==> config.mk <==
export PLATFORM = sky130hd
export DESIGN_NAME = instr_decode
export DESIGN_NICKNAME = d
export VERILOG_FILES = /design/src/rtl/instr_decode.sv
export SDC_FILE = /design/constraint.sdc
export NUM_CORES = 1
export LEC_CHECK = 0
export CAP_MARGIN = 20
export CORE_MARGIN = 8
export CORE_UTILIZATION = 47
export CTS_CLUSTER_SIZE = 28
export DETAILED_ROUTE_END_ITERATION = 8
export HOLD_SLACK_MARGIN = 0.12
export PLACE_DENSITY = 0.86
export SETUP_SLACK_MARGIN = 0.3
export SYNTH_ARGS = -nofsm -noshare
export SYNTH_HDL_FRONTEND = slang
export SYNTH_SLANG_ARGS = --single-unit
==> constraint.sdc <==
create_clock -name clk -period 2.6 [get_ports clk]
set_input_delay 0.78 -clock clk [delete_from_list [all_inputs] [get_ports clk]]
set_output_delay 0.78 -clock clk [all_outputs]
set_load 0.01 [all_outputs]
==> src/rtl/instr_decode.sv <==
// Decode stage feeding the 8-bit banked register file.
// It accepts 9-bit instructions over valid/ready, tracks the sticky bank bit,
// and registers the decoded fields for the register file and execute stage.
// It inserts a one-cycle bubble on load-use hazards and counts those bubbles.
module instr_decode #(
    parameter logic RESET_BANK     = 1'b0,
    parameter int   LOAD_USE_STALL = 1,
    parameter int   STALL_CNT_W    = 16
) (
    input  logic                   clk,
    input  logic                   reset_n,
    input  logic                   instr_valid,
    input  logic [8:0]             instr,
    output logic                   instr_ready,
    input  logic                   ex_ready,
    output logic                   dec_valid,
    output logic [2:0]             operand1,
    output logic [2:0]             operand2,
    output logic                   D,
    output logic [3:0]             destination,
    output logic                   reg_write,
    output logic [1:0]             alu_op,
    output logic                   mem_read,
    output logic                   mem_write,
    output logic                   branch,
    output logic                   halt,
    output logic [STALL_CNT_W-1:0] stall_count
);

    localparam logic [2:0] OP_LD      = 3'b100;
    localparam logic [2:0] OP_ST      = 3'b101;
    localparam logic [2:0] OP_BNZ     = 3'b110;
    localparam logic [2:0] OP_SPECIAL = 3'b111;

    localparam logic [2:0] SUB_BANK0 = 3'b000;
    localparam logic [2:0] SUB_BANK1 = 3'b001;
    localparam logic [2:0] SUB_HALT  = 3'b010;

    // Everything the output register carries besides the valid bit
    typedef struct packed {
        logic [2:0] op1;
        logic [2:0] op2;
        logic       d;
        logic [3:0] dest;
        logic       rw;
        logic [1:0] alu;
        logic       mr;
        logic       mw;
        logic       br;
    } dec_t;

    logic [2:0] opcode;
    logic [2:0] rd;
    logic [2:0] rs;

    dec_t                   out_q, out_d;
    dec_t                   dec_new;
    logic                   dec_valid_q, dec_valid_d;
    logic                   bank_q, bank_d;
    logic                   halted_q, halted_d;
    logic [STALL_CNT_W-1:0] stall_q, stall_d;

    logic is_special;
    logic slot_free;
    logic hazard;
    logic accept;
    logic stall_sat;

    assign opcode = instr[8:6];
    assign rd     = instr[5:3];
    assign rs     = instr[2:0];

    assign is_special = (opcode == OP_SPECIAL);

    // Decode the incoming instruction against the current bank bit.
    // LD/ST/BNZ use ADD encoding on alu_op (address/compare path).
    always_comb begin
        dec_new      = '0;
        dec_new.op1  = rd;
        dec_new.op2  = rs;
        dec_new.d    = bank_q;
        dec_new.dest = {bank_q, rd};
        dec_new.rw   = (opcode <= OP_LD);
        dec_new.alu  = opcode[2] ? 2'b00 : opcode[1:0];
        dec_new.mr   = (opcode == OP_LD);
        dec_new.mw   = (opcode == OP_ST);
        dec_new.br   = (opcode == OP_BNZ);
    end

    // Handshake and load-use hazard detection against the held LD.
    // The rs port always reads bank 0, so rs compares with a zero bank bit.
    always_comb begin
        slot_free   = !dec_valid_q || ex_ready;
        hazard      = (LOAD_USE_STALL != 0) && dec_valid_q && out_q.mr && instr_valid &&
                      !is_special &&
                      ((out_q.dest == {bank_q, rd}) || (out_q.dest == {1'b0, rs}));
        instr_ready = reset_n && !halted_q && slot_free && !hazard;
        accept      = instr_valid && instr_ready;
        stall_sat   = &stall_q;
    end

    // Next-state: accept, drain, bubble, and special-instruction side effects
    always_comb begin
        out_d       = out_q;
        dec_valid_d = dec_valid_q;
        bank_d      = bank_q;
        halted_d    = halted_q;
        stall_d     = stall_q;
        if (accept) begin
            if (is_special) begin
                // Specials never occupy the output; acceptance implies the slot is free
                dec_valid_d = 1'b0;
                case (rd)
                    SUB_BANK0: bank_d   = 1'b0;
                    SUB_BANK1: bank_d   = 1'b1;
                    SUB_HALT:  halted_d = 1'b1;
                    default:   ;
                endcase
            end else begin
                out_d       = dec_new;
                dec_valid_d = 1'b1;
            end
        end else if (dec_valid_q && ex_ready) begin
            // Drain with nothing behind it; fields hold, only valid drops
            dec_valid_d = 1'b0;
            if (hazard && !stall_sat) begin
                stall_d = stall_q + {{(STALL_CNT_W-1){1'b0}}, 1'b1};
            end
        end
    end

    // State registers with synchronous active-low reset
    always_ff @(posedge clk) begin
        if (!reset_n) begin
            out_q       <= '0;
            dec_valid_q <= 1'b0;
            bank_q      <= RESET_BANK;
            halted_q    <= 1'b0;
            stall_q     <= '0;
        end else begin
            out_q       <= out_d;
            dec_valid_q <= dec_valid_d;
            bank_q      <= bank_d;
            halted_q    <= halted_d;
            stall_q     <= stall_d;
        end
    end

    assign dec_valid   = dec_valid_q;
    assign operand1    = out_q.op1;
    assign operand2    = out_q.op2;
    assign D           = out_q.d;
    assign destination = out_q.dest;
    assign reg_write   = out_q.rw;
    assign alu_op      = out_q.alu;
    assign mem_read    = out_q.mr;
    assign mem_write   = out_q.mw;
    assign branch      = out_q.br;
    assign halt        = halted_q;
    assign stall_count = stall_q;

endmodule
==> results.ini <==
[run_status]
status = completed

[logic_synthesis]
synthXorXnorAreaFrac = 0.0373
synth_compound_area_frac = 0.185
async_flop_share = 0
ys.flop_type = dfxtp_1
ys_seq_area_frac = 0.389
synth_top_family_by_area = simple AND/OR/NAND/NOR gates
yosys.area_share.simple = 0.297
ys_ff_latch = 32
ys_types = 41
netlist_instances = 195
synth_nets = 209
yosysWarnings = 0
netlist_area_um2 = 1650
syn_avg_cell_area_um2 = 8.44
synth_edf_count = 0
synth_mux_area_frac = 0.0243
synth_fa_ha_area_frac = 0.00760

[layout]
drive_gt1_frac = 0.229
nFillCells = 286
layout_commonest_cell = clkdlybuf4s50_1
diodes = 0
final_cell_mix = 37 x clkdlybuf4s50_1, 30 x dfxtp_1, 27 x buf_4
stdcell_count = 308
register_area_um2 = 643
area_growth_pct = 46.1
utilization = 0.715
final_nets = 275
multi_input_area_um2 = 965

[global_route]
grt_pass1_wl_um = 7690
grt_pass1_vias = 1660
grtUsageMet3 = 0.0652
antenna_found_initial = 0
met2_usage = 0.282
grt-busiest-layer = met2
grt_overflow = 0
gr-usage-met1 = 0.210
track_usage = 0.177
grt_max_degree = 29

[detailed_routing]
viasPerCell = 5.63
wirelength_um = 4720
wl_per_cell_um = 15.3
drt.antenna.violating_nets = 0
drt_first_pass_iters = 4
drtIter0Drc = 105
drc = 0
dr_total_vias = 1734

[placement]
port_buffers = 48
dp_slack_ps = -794
dp_hpwl_um = 3430
place_inst = 296
place_congestion = 0.795

[timing]
period_share = 0.978
rsz0062_at_grt = true
fin_ws_ps = 56.7
tightest_slew_ps = 407
drv_slew = 0
setup_viol = 0
clock.fmax_ghz = 0.393
slew_headroom = 0.726
fin_setup_tns_ps = 0
period_minus_slack_ps = 2540
fin_worst_skew_ps = 14.2
hold_viol_final = 0

[worst_setup_path]
cp.buffers_inverters = 2
crit_required_ps = 1820
crit_family = buffers and inverters
cp-start-kind = input port
crit_arrival_ps = 1760
worstPathCellList = buf_4 > xor2_2 > nor4_4 > o21a_1 > nor4b_4 > buf_2
cpPeakStageDelay_ps = 230
path_class = input port to primary output
worstSetupEndpointType = primary output
crit_fanout = 2
cpMaxStageDelayCell = o21a_1

[pwr]
power-per-cell-area_nw_per_um2 = 410
seq_power_share = 0.524
switching_share = 0.268
p_int_uw = 721
p_sw_uw = 264
p_leak_uw = 0.000869
p_clk_frac = 0.312
ir_drop_uv = 267
p_comb_frac = 0.164

[floorplanning]
rows = 21
io_pins = 49
die_w_um = 75.2
core_area_um2 = 3360
start_util = 0.489
die_y_um = 75.2
die-area_um2 = 5650

[clocking]
cts-root-buf = clkbuf_4
cts_sinks = 32
ctsLongestPathBuffers = 2
cts_made_buffers = 5
clk_latency_ps = 350
cts_tree = yes
cts.clk_slew.worst_paths_ps = 100
htree_levels = 2

[min_path]
hold_path_class = flop to flop

[job]
maxCapViolations = 0

## worst register-to-register path, cell delays in order, from the launching register on
cell     delay (ps)
dfxtp_1         360
ha_1            230
and3_1          180
and4_4          190
or2_2           430
or4_1           510
a21oi_1         140
## registers in the layout, indices dropped and copies added, names as in the netlist
signal / count
operand1: 2
dec_valid: 1
halt: 1
operand2: 3
mem_read: 1
alu_op: 2
destination: 1
branch: 1
bank_q: 1
stall_count: 16
mem_write: 1
reg_write: 1
D: 1
## through the flow
stage                     total power (µW)  hold WS [ps]  instance area (µm²)
final                                  985           480                 2400
after global routing                  1040           517                 2400
after CTS                              987           478                 2370
after detailed placement               684           463                 2320
after global placement                 680           453                 2320
after floorplan                        595           474                 1680
## cells by family after synthesis
logic type,after synthesis
buffers and inverters,20
flip-flops,32
AND/OR/NAND/NOR,82
AO/OA/AOI/OAI,49
multiplexers,4
adder cells (fa/ha/maj),1
XOR/XNOR,7
## power by group through the flow
stage / Sequential [µW] / Clock (µW) / Combinational [µW]
finish: 516 / 308 / 161
global route: 518 / 346 / 173
CTS: 515 / 315 / 156
detailed placement: 526 / 0 / 158
global placement: 526 / 0 / 154
floorplan: 531 / 0 / 63.6
## metal layers
metal | up-vias | share of wire
li1 | 861 | -
met1 | 823 | 0.44
met2 | 41 | 0.48
met3 | 9 | 0.054
met4 | 0 | 0.020
met5 | - | 0
## path summary, 6_finish.rpt
check	slack, ps	depth (start not counted)	from	to
worst min register to register	480	2	operand2[0]$_SDFFE_PN0P_	operand2[0]$_SDFFE_PN0P_
worst max-delay path	60	6	instr[5]	instr_ready
worst max register to register	480	6	stall_count[0]$_SDFFE_PN0P_	stall_count[4]$_SDFFE_PN0P_
worst min-delay path	480	2	operand2[0]$_SDFFE_PN0P_	operand2[0]$_SDFFE_PN0P_
## cells in the mapped netlist, types with 2 or more instances
cell,instances,share of area
a211oi_1,3,0.014
a21oi_1,17,0.052
and4_1,3,0.016
and4_4,2,0.014
buf_2,6,0.018
buf_4,4,0.018
clkbuf_1,5,0.011
dfxtp_1,32,0.39
inv_1,3,0.0068
mux2i_1,4,0.024
nand2_1,22,0.050
nand2b_1,6,0.023
nand3_1,14,0.043
nand4_1,3,0.011
nor2_1,4,0.0091
nor4_1,5,0.019
o21a_1,3,0.014
o21ai_0,10,0.030
o22ai_1,2,0.0076
o31ai_1,9,0.041
o32ai_1,2,0.011
or3_1,3,0.011
or4_1,9,0.041
xor2_1,7,0.037
## area by class of cell
type	count	share of cell area
Multi-Input combinational cell	143	0.401
Timing Repair Buffer	75	0.275
Sequential cell	32	0.268
Tap cell	46	0.0239
Clock buffer	7	0.0229
Inverter	4	0.00625
Clock inverter	1	0.00312
## timing repair
item,in CTS,in global routing
pin swaps,6,4
hold buffers,0,0
resized for setup,44,8
buffers inserted,3,1
endpoints found under the setup margin,22,6
No activity file was read; power rests on OpenSTA's default activity.
